<file path="src/rtl/fetch_unit.sv">
// Instruction-fetch sequencer: drives the PC onto the memory bus, waits on Mem_Ready,
// and queues fetched {word, address} pairs in a small FIFO that decode drains.
module fetch_unit #(
    parameter int DataWidth   = 16,
    parameter int AddrWidth   = 8,
    parameter int WordSize    = 1,
    parameter int ResetVector = 0,
    parameter int BufDepth    = 2
) (
    input  logic                 Clk,
    input  logic                 Reset,
    output logic [AddrWidth-1:0] Mem_Addr,
    output logic                 Mem_Rd,
    input  logic                 Mem_Ready,
    input  logic [DataWidth-1:0] Mem_Data,
    output logic [DataWidth-1:0] Ir_Data,
    output logic [AddrWidth-1:0] Ir_PC,
    output logic                 Ir_Valid,
    input  logic                 Ir_Take,
    input  logic                 Redirect,
    input  logic [AddrWidth-1:0] Redirect_Addr,
    input  logic                 Halt,
    output logic                 Busy
);

    localparam int CntW = $clog2(BufDepth + 1);
    localparam int PtrW = (BufDepth > 1) ? $clog2(BufDepth) : 1;
    localparam logic [PtrW-1:0]      LastPtr = PtrW'(BufDepth - 1);
    localparam logic [CntW-1:0]      FullCnt = CntW'(BufDepth);
    localparam logic [AddrWidth-1:0] PcInc   = AddrWidth'(WordSize);
    localparam logic [AddrWidth-1:0] PcReset = AddrWidth'(ResetVector);

    typedef enum logic [1:0] {
        S_Reset,
        S_FetchPCtoMEM,
        S_FetchWait,
        S_Halted
    } state_t;

    state_t                state_reg;
    logic [AddrWidth-1:0]  pc_reg;
    logic                  mem_rd_reg;
    logic [CntW-1:0]       count_reg;
    logic [PtrW-1:0]       rd_ptr_reg;
    logic [PtrW-1:0]       wr_ptr_reg;
    logic [DataWidth-1:0]  data_mem [BufDepth];
    logic [AddrWidth-1:0]  pc_mem   [BufDepth];

    logic buf_valid;
    logic push;
    logic pop;
    logic slot_free;
    logic redirect_hit;

    function automatic logic [PtrW-1:0] ptr_inc(input logic [PtrW-1:0] p);
        return (p == LastPtr) ? '0 : p + 1'b1;
    endfunction

    // Redirect wins over everything: it cancels both the pending push and any pop.
    assign redirect_hit = Redirect && (state_reg != S_Reset);
    assign buf_valid    = (count_reg != '0);
    assign pop          = Ir_Take && buf_valid && !redirect_hit;
    assign push         = (state_reg == S_FetchWait) && Mem_Ready && !redirect_hit;
    assign slot_free    = (count_reg != FullCnt) || pop;

    always_ff @(posedge Clk or negedge Reset) begin
        if (!Reset) begin
            state_reg  <= S_Reset;
            pc_reg     <= PcReset;
            mem_rd_reg <= 1'b0;
            count_reg  <= '0;
            rd_ptr_reg <= '0;
            wr_ptr_reg <= '0;
        end else if (redirect_hit) begin
            pc_reg     <= Redirect_Addr;
            mem_rd_reg <= 1'b0;
            count_reg  <= '0;
            rd_ptr_reg <= '0;
            wr_ptr_reg <= '0;
            state_reg  <= (state_reg == S_Halted) ? S_Halted : S_FetchPCtoMEM;
        end else begin
            if (push) begin
                wr_ptr_reg <= ptr_inc(wr_ptr_reg);
            end
            if (pop) begin
                rd_ptr_reg <= ptr_inc(rd_ptr_reg);
            end
            case ({push, pop})
                2'b10:   count_reg <= count_reg + 1'b1;
                2'b01:   count_reg <= count_reg - 1'b1;
                default: count_reg <= count_reg;
            endcase

            case (state_reg)
                S_Reset: begin
                    state_reg <= S_FetchPCtoMEM;
                end
                S_FetchPCtoMEM: begin
                    if (Halt) begin
                        state_reg <= S_Halted;
                    end else if (slot_free) begin
                        state_reg  <= S_FetchWait;
                        mem_rd_reg <= 1'b1;
                    end
                end
                S_FetchWait: begin
                    // Halt is deliberately ignored here; the outstanding read always completes.
                    if (Mem_Ready) begin
                        pc_reg     <= pc_reg + PcInc;
                        mem_rd_reg <= 1'b0;
                        state_reg  <= S_FetchPCtoMEM;
                    end
                end
                S_Halted: begin
                    if (!Halt) begin
                        state_reg <= S_FetchPCtoMEM;
                    end
                end
                default: begin
                    state_reg <= S_Reset;
                end
            endcase
        end
    end

    // Payload storage needs no reset: the head is only exposed while the count is non-zero.
    always_ff @(posedge Clk) begin
        if (push) begin
            data_mem[wr_ptr_reg] <= Mem_Data;
            pc_mem[wr_ptr_reg]   <= pc_reg;
        end
    end

    assign Mem_Addr = pc_reg;
    assign Mem_Rd   = mem_rd_reg;
    assign Ir_Valid = buf_valid;
    assign Ir_Data  = buf_valid ? data_mem[rd_ptr_reg] : '0;
    assign Ir_PC    = buf_valid ? pc_mem[rd_ptr_reg] : '0;
    assign Busy     = (state_reg == S_FetchPCtoMEM) || (state_reg == S_FetchWait);

endmodule

</file>
<file path="config.mk">
export PLATFORM = sky130hd
export DESIGN_NAME = fetch_unit
export DESIGN_NICKNAME = d
export VERILOG_FILES = /design/src/rtl/fetch_unit.sv
export SDC_FILE = /design/constraint.sdc
export NUM_CORES = 1
export LEC_CHECK = 0
export CAP_MARGIN = 0
export CORE_MARGIN = 2
export CORE_UTILIZATION = 50
export CTS_BUF_LIST = sky130_fd_sc_hd__clkbuf_4 sky130_fd_sc_hd__clkbuf_8
export DETAILED_ROUTE_END_ITERATION = 6
export GPL_ROUTABILITY_DRIVEN = 0
export MAX_ROUTING_LAYER = met4
export PLACE_DENSITY_LB_ADDON = 0.05
export SLEW_MARGIN = 30
export SYNTH_ARGS = -nofsm -noshare
export SYNTH_HDL_FRONTEND = slang
export SYNTH_SLANG_ARGS = --single-unit
</file>
<file path="constraint.sdc">
create_clock -name Clk -period 4.3 [get_ports Clk]
set_input_delay 0.645 -clock Clk [delete_from_list [all_inputs] [get_ports Clk]]
set_output_delay 0.645 -clock Clk [all_outputs]
set_load 0.01 [all_outputs]
</file>
After elaboration in Yosys (flattened, before gate mapping)
Memory sizes are Yosys's and may differ from the RTL's.
Cells that the tools add are included.
{"block": "totals", "ff_bits": 15, "ramBits": 48, "mem_count": 2, "word_cells": 71, "out_inout_bits": 35, "in_bits": 30}
{"memory": "data_mem", "words": 2, "width": 16, "read_ports": 1, "rd_ports_with_merged_regs": 0, "wr": 1, "line": "46", "text": "logic [DataWidth-1:0] data_mem [BufDepth];"}
{"memory": "pc_mem", "words": 2, "width": 8, "read_ports": 1, "rd_ports_with_merged_regs": 0, "wr": 1, "line": "47", "text": "logic [AddrWidth-1:0] pc_mem [BufDepth];"}
{"block": "op_classes", "n_addsub": 5, "n_reduce_logical": 20, "n_mux": 27, "n_eq_ne": 11}
{"cell": "$mux 8", "n": 4}
{"cell": "$mux 16", "n": 1}
{"cell": "$mux 2", "n": 7}
{"cell": "$mux 1", "n": 12}
{"cell": "$ne 3x3->1 const B", "n": 4}
{"cell": "$reduce_bool 2->1", "n": 6}
{"cell": "$add 8x1->8 const B", "n": 1}
{"cell": "$pmux 2 s4", "n": 1}
{"cell": "$eq 2x2->1 const B", "n": 3}
{"cell": "$reduce_bool 3->1", "n": 2}
{"cell": "$logic_and 1x1->1", "n": 5}
{"cell": "$eq 2x1->1 const B", "n": 2}
{"cell": "$ne 4x4->1 const B", "n": 1}
{"cell": "$pmux 2 s2", "n": 1}
{"cell": "$reduce_and 4->1", "n": 1}
{"cell": "$reduce_and 3->1", "n": 1}
{"cell": "$add 1x1->1 const B", "n": 2}
{"cell": "$add 2x1->2 const B", "n": 1}
{"cell": "$logic_not 2->1", "n": 1}
{"cell": "$logic_or 1x1->1", "n": 2}
{"cell": "$ne 2x2->1 const B", "n": 1}
{"cell": "$pmux 1 s2", "n": 1}
{"cell": "$reduce_and 2->1", "n": 1}
{"cell": "$sub 2x1->2 const B", "n": 1}
{"cell": "$logic_not 1->1", "n": 1}

Logic depth before layout (Yosys ltp)
Gate-level depths: netlist (run 1).
{"block": "depth", "depth_word": 9, "ltp_mapped": 7, "ltp_nobuf": 6}

Worst setup path before layout (run 1)
No wires, ideal clock.
{"block": "synth_path", "path_type": "register to register", "startpoint": "reg state_reg[0]", "endpoint": "mem data_mem[0][0] (enable)", "path_stages_with_launch": 7, "period_less_slack_ns": 3.349, "setup_ns": 0.435, "n_path_buf": 2, "path_slack_ns": 0.951, "arrival_ns": 2.914, "required_ns": 3.865, "path_cell_list": "dfrtp_1 -> inv_1 -> ha_1 -> and2b_1 -> buf_2 -> buf_2 -> nor3_1"}
{"block": "synth_between", "elab_chain_len": 6, "elab_cells_between_ends": 8, "cone_classes": "eq/ne: 1; mux: 2; reduce/logical: 5"}
{"item": "start, declared", "line": "40", "text": "state_t state_reg;"}
{"item": "start signal, assigned", "line": "68", "text": "state_reg <= S_Reset;"}
{"item": "start signal, assigned", "line": "80", "text": "state_reg <= (state_reg == S_Halted) ? S_Halted : S_FetchPCtoMEM;"}
{"item": "start signal, assigned", "line": "96", "text": "state_reg <= S_FetchPCtoMEM;"}
{"item": "$reduce_bool 2->1", "line": "60", "text": "assign redirect_hit = Redirect && (state_reg != S_Reset);"}
{"item": "$logic_and 1x1->1", "line": "60"}
{"item": "$logic_not 1->1", "line": "63", "text": "assign push = (state_reg == S_FetchWait) && Mem_Ready && !redirect_hit;"}
{"item": "$logic_and 1x1->1 *", "line": "63"}
{"item": "$mux 1 *", "line": "128", "text": "if (push) begin"}
{"item": "$mux 1 (implied by the code) *", "line": "129", "text": "data_mem[wr_ptr_reg] <= Mem_Data;"}
{"item": "end, declared", "line": "46"}
Every way passes the cells marked *; elsewhere a longest branch is shown, timed or not.

Worst setup path after layout (run 1)
{"block": "layout_path", "startpoint": "reg count_reg[1]", "endpoint": "out Ir_PC[2]"}
{"block": "layout_between", "elab_chain_len": 2}
{"item": "start, declared", "line": "43", "text": "logic [CntW-1:0] count_reg;"}
{"item": "start signal, assigned", "line": "89", "text": "2'b10: count_reg <= count_reg + 1'b1;"}
{"item": "start signal, assigned", "line": "90", "text": "2'b01: count_reg <= count_reg - 1'b1;"}
{"item": "start signal, assigned", "line": "91", "text": "default: count_reg <= count_reg;"}
{"item": "$reduce_bool 2->1", "line": "61", "text": "assign buf_valid = (count_reg != '0);"}
{"item": "$mux 8", "line": "138", "text": "assign Ir_PC = buf_valid ? pc_mem[rd_ptr_reg] : '0;"}
{"item": "end, declared", "line": "17", "text": "output logic [AddrWidth-1:0] Ir_PC,"}
No other way between the ends.

==> results of run 1 <==
## critical path, stage by stage (launching register included)
cell,delay [ps]
sky130_fd_sc_hd__dfrtp_1,460
sky130_fd_sc_hd__nor2_4,520
sky130_fd_sc_hd__nor2_1,150
sky130_fd_sc_hd__clkdlybuf4s50_1,510
## power breakdown
group / leakage (nW) / internal [mW] / total (mW) / switching (mW)
Combinational: 0.546 / 0.250 / 0.473 / 0.224
Sequential: 0.619 / 0.737 / 0.807 / 0.0697
Clock: 0.0924 / 0.262 / 0.481 / 0.219
Total: 1.26 / 1.25 / 1.76 / 0.512
## layout make-up
| class | instances | area (µm²) |
|---|---|---|
| clock buffer | 9 | 124 |
| clock inverter | 7 | 63.8 |
| fill | 374 | 1540 |
| inverter | 4 | 15.0 |
| multi-input combinational | 131 | 867 |
| sequential | 63 | 1820 |
| tap | 70 | 87.6 |
| timing repair buffer | 67 | 663 |
## layer usage
layer  GRT usage, %  vias to the layer above
met1           20.5                      805
met2           28.4                       49
li1               -                      874
met5              -                        -
met4           6.25                        0
met3           5.81                        2
## cell families after synthesis
logic type | Yosys count | share of synthesized area (%)
muxes | 27 | 9.92
adders and majority gates | 5 | 2.30
AOI/OAI and AO/OA | 21 | 4.64
buffers and inverters | 12 | 1.93
xor gates and xnor gates | 10 | 3.22
and+or+nand+nor | 68 | 11.3
DFF | 63 | 66.7
## path summary, 6_finish.rpt
kind | depth (start not counted) | slack [ps] | from | endpoint
worst min-delay path | 1 | 500 | Mem_Rd | Mem_Rd
worst min register to register | 1 | 500 | Mem_Rd | Mem_Rd
min in group asynchronous | 1 | 740 | Reset | Mem_Addr[6]
max in group asynchronous | 1 | 3120 | Reset | Mem_Addr[5]
worst max-delay path | 3 | 1680 | count_reg[1] | Ir_PC[2]
worst max register to register | 5 | 2200 | state_reg[1] | data_mem[0][12]
## cells in the mapped netlist (all sizes together)
cell     count  share of area, %
a2111oi      1              0.55
a21o         1              0.28
a21oi        5              0.92
a32o         1              0.37
and2         1              0.23
and2b        1              0.28
and3         1              0.23
and4         1              0.32
buf          6               1.1
clkbuf       2              0.28
dfrtp       15                14
edfxtp      48                53
ha           5               2.3
inv          4              0.55
mux2i       27               9.9
nand2       15               2.1
nand2b       4              0.92
nand3        1              0.18
nand4        3              0.69
nor2        34               4.7
nor2b        2              0.46
nor3         3              0.73
nor3b        1              0.28
o21ai       12               2.2
o22a         1              0.32
or3          1              0.23
xnor2        5               1.6
xor2         5               1.6
==> flow_summary.html, run 1 <==
<table>
<tr><th>Metric</th><th>Value</th></tr>
<tr><th colspan="2">Synthesis</th></tr>
<tr><td>Total standard cell area after synthesis</td><td>2720 µm²</td></tr>
<tr><td>Post-synth cell types</td><td>31</td></tr>
<tr><td>Nets in the synthesized netlist</td><td>241</td></tr>
<tr><td>Warnings from Yosys</td><td>0</td></tr>
<tr><td>Sequential element share of the synthesized area</td><td>66.7%</td></tr>
<tr><td>Flip-flop and latch count after synthesis</td><td>63</td></tr>
<tr><td>Count of mapped cells out of synthesis</td><td>206</td></tr>
<tr><td>Synthesized area per cell</td><td>13.2 µm²</td></tr>
<tr><th colspan="2">Clock network</th></tr>
<tr><td>CTS tree</td><td>built</td></tr>
<tr><td>CTS Hold Buffers Added</td><td>0</td></tr>
<tr><td>Number of sinks handled by clock tree synthesis</td><td>63</td></tr>
<tr><td>Clock root buffer</td><td>sky130_fd_sc_hd__clkbuf_8</td></tr>
<tr><td>Clock transition at the registers of the reported paths</td><td>70 ps</td></tr>
<tr><td># H-tree levels</td><td>3</td></tr>
<tr><td>Total clock buffers created by CTS</td><td>9</td></tr>
<tr><td>Number of buffers on the longest clock path</td><td>2</td></tr>
<tr><td>Quantity of gates resized following cts</td><td>0</td></tr>
<tr><td>Clock latency of the later-clocked register in the worst-skew pair</td><td>330 ps</td></tr>
<tr><td>Number of post-CTS setup repair buffers</td><td>0</td></tr>
<tr><th colspan="2">Global route</th></tr>
<tr><td>GRT Util Overall</td><td>~18%</td></tr>
<tr><td>Initial antenna violation count</td><td>0</td></tr>
<tr><td>First-pass GRT wire length</td><td>7870 µm</td></tr>
<tr><td>Remaining global-route overflow</td><td>0</td></tr>
<tr><td>Number of global-route vias before repair</td><td>1687</td></tr>
<tr><td>Pin count of the biggest net entering global routing</td><td>26</td></tr>
<tr><th colspan="2">STA</th></tr>
<tr><td>Final-report max-slew violation count</td><td>0</td></tr>
<tr><td>Final Hold Fails</td><td>0</td></tr>
<tr><td>Largest clock skew in the final design</td><td>3.93 ps</td></tr>
<tr><td>Fin worst setup slack</td><td>about 1700 ps</td></tr>
<tr><td>Max Freq</td><td>~380 MHz</td></tr>
<tr><td>Worst slew slack as a fraction of its limit</td><td>48.4%</td></tr>
<tr><td>Final critical delay including setup and external delays</td><td>2620 ps</td></tr>
<tr><td>Final setup TNS</td><td>0 ps</td></tr>
<tr><td>Part of the cycle the worst path needs</td><td>61.0%</td></tr>
<tr><td>Hold WS</td><td>502 ps</td></tr>
<tr><td>Worst Tran Pin Value</td><td>773 ps</td></tr>
<tr><td>Unrepaired setup endpoints after global routing</td><td>false</td></tr>
<tr><td>Final setup violation count</td><td>0</td></tr>
<tr><th colspan="2">Pwr</th></tr>
<tr><td>Worst ir drop on vdd</td><td>0.311 mV</td></tr>
<tr><td>Leakage power</td><td>1.26 nW</td></tr>
<tr><td>Power density relative to cell area</td><td>around 480 nW/µm²</td></tr>
<tr><td>Overall power after layout</td><td>1.76 mW</td></tr>
<tr><th colspan="2">Critical path</th></tr>
<tr><td>Type of destination of the critical path</td><td>output port</td></tr>
<tr><td>Required @ worst endpoint</td><td>about 3700 ps</td></tr>
<tr><td>CP max FO</td><td>25</td></tr>
<tr><td>Critical Path Start Type</td><td>flip-flop</td></tr>
<tr><td>WP data arrival</td><td>a little under 2000 ps</td></tr>
<tr><td>Type of the setup path with the least slack</td><td>flip-flop to output port</td></tr>
<tr><th colspan="2">Layout</th></tr>
<tr><td>Area added between synthesis and finish</td><td>33.5%</td></tr>
<tr><td>Share of the core filled with cells in the final layout</td><td>70.3%</td></tr>
<tr><td>Final design instance area without fill</td><td>3640 µm²</td></tr>
<tr><td>Diode insertion count for antenna repair</td><td>0</td></tr>
<tr><td>NumNets Final</td><td>between 300 and 400</td></tr>
<tr><td>Highest-count cells in the layout ignoring fill and taps</td><td>sky130_fd_sc_hd__clkdlybuf4s50_1, sky130_fd_sc_hd__edfxtp_1, sky130_fd_sc_hd__nor2_1</td></tr>
<tr><td>Non-filler instance count after layout</td><td>351</td></tr>
<tr><td>Number of flip-flops under the largest register name</td><td>32</td></tr>
<tr><td>Commonest non-fill, non-tap cell in the layout</td><td>sky130_fd_sc_hd__clkdlybuf4s50_1</td></tr>
<tr><td>Largest register by flop count</td><td>data_mem</td></tr>
<tr><td>Share of post-route cells with drive strength above 1</td><td>8.19%</td></tr>
<tr><th colspan="2">Place</th></tr>
<tr><td>Worst slack after detailed placement</td><td>1670 ps</td></tr>
<tr><td>Instance area after placement</td><td>approximately 3400 µm²</td></tr>
<tr><td>Post-detail-place hpwl</td><td>3100 µm</td></tr>
<tr><td>Number of buffer cells added on primary ports</td><td>64</td></tr>
<tr><td>Cell total after placement</td><td>335</td></tr>
<tr><th colspan="2">Flow run</th></tr>
<tr><td>Max Cap Viol</td><td>0</td></tr>
<tr><th colspan="2">Floorplan</th></tr>
<tr><td>Core area</td><td>5170 µm²</td></tr>
<tr><td>Die width</td><td>just under 80 µm</td></tr>
<tr><td>Floorplan row count</td><td>26</td></tr>
<tr><td>Top-level I/O count</td><td>between 60 and 70</td></tr>
<tr><td>Total die area</td><td>6050 µm²</td></tr>
<tr><td>Starting density of the core</td><td>52.7%</td></tr>
<tr><td>Die span in y</td><td>77.8 µm</td></tr>
<tr><th colspan="2">Routing</th></tr>
<tr><td>DRT Wirelength</td><td>roughly 4800 µm</td></tr>
<tr><td>Remaining number of nets flagged by the antenna check after routing</td><td>0</td></tr>
<tr><td>Count of vias placed by the detailed router</td><td>1730</td></tr>
<tr><td>Highest routed metal layer</td><td>met4</td></tr>
<tr><td>Length of routed met3 wiring</td><td>approximately 260 µm</td></tr>
<tr><td>Number of search-and-repair iterations in the first detailed-routing pass</td><td>4</td></tr>
<tr><td>Wirelength per Cell</td><td>13.7 µm</td></tr>
<tr><td>Violation count after the first detailed-route iteration</td><td>94</td></tr>
<tr><td>Avg Vias per Cell</td><td>4.93</td></tr>
<tr><td>Amount of wire on met2 after detailed routing</td><td>approximately 2400 µm</td></tr>
<tr><td>Wire length on met1</td><td>2080 µm</td></tr>
<tr><td>Number of remaining DRC errors</td><td>0</td></tr>
<tr><th colspan="2">Status</th></tr>
<tr><td>Result of the run</td><td>complete, no violations</td></tr>
<tr><th colspan="2">Hold path</th></tr>
<tr><td>Worst min path class</td><td>flip-flop to flip-flop</td></tr>
</table>
No activity file was read; power rests on OpenSTA's default activity.
==> run 2, diff against run 1 <==
==> constraint.sdc (replaced) <==
create_clock -name Clk -period 2.47 [get_ports Clk]
set_input_delay 0.3705 -clock Clk [delete_from_list [all_inputs] [get_ports Clk]]
set_output_delay 0.3705 -clock Clk [all_outputs]
set_load 0.01 [all_outputs]
==> run 2 against run 1 <==
  * Global-route usage rose by 0.61 points
  * Critical path depth rose by 1
  * Worst hold slack got worse by 40 ps
  * Count of clock-buffer cells in the layout rose by 2
  * Utilization rose by 1.5 points
  * Critical endpoint is now Ir_PC[7]
  * Sequential power rose by 75%
  * Critical path type unchanged
  * Die area did not move
  * First-iteration DRC count fell by 12%
  * Combinational power rose by 82%
  * Register-to-register slack got worse by 1700 ps
==> flow_summary.html, run 2 (synthesis results as in run 1) <==
<table>
<tr><th>Metric</th><th>Value</th></tr>
<tr><th colspan="2">Status</th></tr>
<tr><td>Result of the run</td><td>complete, no violations</td></tr>
<tr><th colspan="2">Routing</th></tr>
<tr><td>Number of remaining DRC errors</td><td>0 (unchanged)</td></tr>
<tr><td>Wirelength per Cell</td><td>14.2 µm (+3.8%)</td></tr>
<tr><td>Number of search-and-repair iterations in the first detailed-routing pass</td><td>5 (+1)</td></tr>
<tr><td>Count of vias placed by the detailed router</td><td>1805 (+4.3%)</td></tr>
<tr><td>DRT Wirelength</td><td>5010 µm (+4.4%)</td></tr>
<tr><td>Violation count after the first detailed-route iteration</td><td>83 (-12%)</td></tr>
<tr><td>Remaining number of nets flagged by the antenna check after routing</td><td>0 (unchanged)</td></tr>
<tr><td>Avg Vias per Cell</td><td>5.11 (+3.7%)</td></tr>
<tr><th colspan="2">STA</th></tr>
<tr><td>Final Hold Fails</td><td>0 (unchanged)</td></tr>
<tr><td>Final-report max-slew violation count</td><td>0 (unchanged)</td></tr>
<tr><td>Final setup TNS</td><td>0 ps (unchanged)</td></tr>
<tr><td>Largest clock skew in the final design</td><td>5.42 ps (+1.49 ps)</td></tr>
<tr><td>Part of the cycle the worst path needs</td><td>between 80% and 90%</td></tr>
<tr><td>Hold WS</td><td>461 ps (-40.4 ps)</td></tr>
<tr><td>Final setup violation count</td><td>0 (unchanged)</td></tr>
<tr><td>Final critical delay including setup and external delays</td><td>roughly 2200 ps</td></tr>
<tr><td>Worst slew slack as a fraction of its limit</td><td>53.2% (+4.8 points)</td></tr>
<tr><td>Max Freq</td><td>463 MHz</td></tr>
<tr><td>Unrepaired setup endpoints after global routing</td><td>false</td></tr>
<tr><td>Worst Tran Pin Value</td><td>699 ps (-74.2 ps)</td></tr>
<tr><th colspan="2">Clock network</th></tr>
<tr><td>CTS Hold Buffers Added</td><td>0 (unchanged)</td></tr>
<tr><td>Number of sinks handled by clock tree synthesis</td><td>63 (unchanged)</td></tr>
<tr><td>Clock transition at the registers of the reported paths</td><td>60 ps (about the same)</td></tr>
<tr><td># H-tree levels</td><td>3 (unchanged)</td></tr>
<tr><td>Clock root buffer</td><td>sky130_fd_sc_hd__clkbuf_8</td></tr>
<tr><td>Number of buffers on the longest clock path</td><td>2 (unchanged)</td></tr>
<tr><td>Total clock buffers created by CTS</td><td>9 (unchanged)</td></tr>
<tr><td>Clock latency of the later-clocked register in the worst-skew pair</td><td>330 ps (about the same)</td></tr>
<tr><td>CTS tree</td><td>built</td></tr>
<tr><td>Number of post-CTS setup repair buffers</td><td>0 (unchanged)</td></tr>
<tr><td>Quantity of gates resized following cts</td><td>0 (unchanged)</td></tr>
<tr><th colspan="2">Critical path</th></tr>
<tr><td>CP max FO</td><td>24 (-4.0%)</td></tr>
<tr><td>Worst Path Buf+Inv</td><td>2 (+1)</td></tr>
<tr><td>Cell type group with the largest total delay on the critical path</td><td>buffers and inverters</td></tr>
<tr><td>RR Startpoint</td><td>state_reg[0]</td></tr>
<tr><td>Type of the setup path with the least slack</td><td>flip-flop to output port</td></tr>
<tr><td>Cells traversed along the worst timing path</td><td>buf_12, mux2i_1, nor2_1, clkdlybuf4s50_1</td></tr>
<tr><td>Largest stage delay on the critical path</td><td>560 ps (+40 ps)</td></tr>
<tr><td>Required @ worst endpoint</td><td>2100 ps (-1550 ps)</td></tr>
<tr><td>Worst flop-to-flop path endpoint</td><td>data_mem[1][6]</td></tr>
<tr><td>Critical Path Start Type</td><td>flip-flop</td></tr>
<tr><td>Path length in cells of the critical path</td><td>4 (+1)</td></tr>
<tr><td>R2r worst-path depth</td><td>5 (unchanged)</td></tr>
<tr><td>CP max-delay cell</td><td>sky130_fd_sc_hd__clkdlybuf4s50_1</td></tr>
<tr><td>WP data arrival</td><td>1790 ps (-190 ps)</td></tr>
<tr><td>Type of destination of the critical path</td><td>output port</td></tr>
<tr><td>Register-to-register setup slack</td><td>550 ps (-1650 ps)</td></tr>
<tr><th colspan="2">Place</th></tr>
<tr><td>Number of buffer cells added on primary ports</td><td>64 (unchanged)</td></tr>
<tr><td>Post-detail-place hpwl</td><td>3390 µm (+9.3%)</td></tr>
<tr><th colspan="2">Pwr</th></tr>
<tr><td>Power density relative to cell area</td><td>865 nW/µm² (+79%)</td></tr>
<tr><td>Worst ir drop on vdd</td><td>0.664 mV (+110%)</td></tr>
<tr><td>Leakage power</td><td>1.29 nW (+2.4%)</td></tr>
<tr><th colspan="2">Floorplan</th></tr>
<tr><td>Total die area</td><td>6050 µm² (unchanged)</td></tr>
<tr><td>Core area</td><td>5170 µm² (unchanged)</td></tr>
<tr><td>Starting density of the core</td><td>52.7% (unchanged)</td></tr>
<tr><td>Die width</td><td>77.8 µm (unchanged)</td></tr>
<tr><td>Floorplan row count</td><td>26 (unchanged)</td></tr>
<tr><td>Die span in y</td><td>77.8 µm (unchanged)</td></tr>
<tr><td>Top-level I/O count</td><td>65 (unchanged)</td></tr>
<tr><th colspan="2">Layout</th></tr>
<tr><td>Diode insertion count for antenna repair</td><td>0 (unchanged)</td></tr>
<tr><td>Highest-count cells in the layout ignoring fill and taps</td><td>sky130_fd_sc_hd__clkdlybuf4s50_1, sky130_fd_sc_hd__edfxtp_1, sky130_fd_sc_hd__nor2_1</td></tr>
<tr><td>Largest register by flop count</td><td>data_mem</td></tr>
<tr><td>Commonest non-fill, non-tap cell in the layout</td><td>sky130_fd_sc_hd__clkdlybuf4s50_1</td></tr>
<tr><td>Number of flip-flops under the largest register name</td><td>32 (unchanged)</td></tr>
<tr><td>Filler instances</td><td>357 (-4.5%)</td></tr>
<tr><td>Share of post-route cells with drive strength above 1</td><td>8.48% (+0.30 points)</td></tr>
<tr><td>Area added between synthesis and finish</td><td>36.4%</td></tr>
<tr><td>NumNets Final</td><td>313 (+0.64%)</td></tr>
<tr><th colspan="2">Global route</th></tr>
<tr><td>Remaining global-route overflow</td><td>0 (unchanged)</td></tr>
<tr><td>Initial antenna violation count</td><td>0 (unchanged)</td></tr>
<tr><td>Pin count of the biggest net entering global routing</td><td>26 (unchanged)</td></tr>
<tr><td>Number of global-route vias before repair</td><td>1760 (+4.3%)</td></tr>
<tr><td>GRT Util Overall</td><td>18.1% (+0.61 points)</td></tr>
<tr><td>First-pass GRT wire length</td><td>8040 µm (+2.1%)</td></tr>
<tr><th colspan="2">Flow run</th></tr>
<tr><td>Max Cap Viol</td><td>0 (unchanged)</td></tr>
<tr><th colspan="2">Hold path</th></tr>
<tr><td>Worst min path class</td><td>primary input to async pin</td></tr>
</table>
==> run 2: cell types whose count changed in the layout (fill, tap and decap cells not counted), moves of 2 or more <==
cell and delta:
sky130_fd_sc_hd__buf_12 +3, sky130_fd_sc_hd__clkbuf_4 +2, sky130_fd_sc_hd__clkinv_2 -2, sky130_fd_sc_hd__clkinvlp_4 -2
==> run 2: layer usage <==
metal / up-vias / wire (µm) / GRT usage (%)
li1: 879 / - / -
met4: 0 / 65 / 10.9
met3: 8 / 265 / 3.95
met1: 863 / 2150 / 20.4
met2: 55 / 2530 / 29.7
met5: - / 0 / -
==> run 2: worst max path at each step <==
stage / to / start
floorplan: data_mem[0][0] / state_reg[0]
global placement: data_mem[1][11] / Mem_Ready
detailed placement: data_mem[1][10] / Mem_Ready
CTS: Ir_PC[7] / rd_ptr_reg
global route: Ir_PC[7] / count_reg[1]
finish: Ir_PC[7] / rd_ptr_reg
==> run 2: where the power goes <==
part	internal, mW	switching (mW)	total [mW]	leakage, nW
sequential	1.28	0.129	1.41	0.619
clock	0.582	0.356	0.938	0.109
combinational	0.454	0.408	0.862	0.559
==> run 2: stage by stage <==
step,utilization [%],cell area (µm²),power [mW],setup slack (ps),instances
floorplan,-,2740,1.90,207,206
global placement,67.7,3500,2.27,541,337
detailed placement,67.7,3500,2.30,515,337
CTS,71.8,3710,3.24,300,353
global route,71.8,3710,3.37,230,353
finish,71.8,3710,3.21,312,353
==> run 2: final cells by class <==
class	count	area, µm²	area share [%]
clock buffer	11	139	3.74
tap	70	87.6	2.36
clock inverter	5	72.6	1.95
timing repair buffer	69	716	19.3
sequential	63	1820	48.9
multi-input combinational	131	868	23.4
inverter	4	15.0	0.404
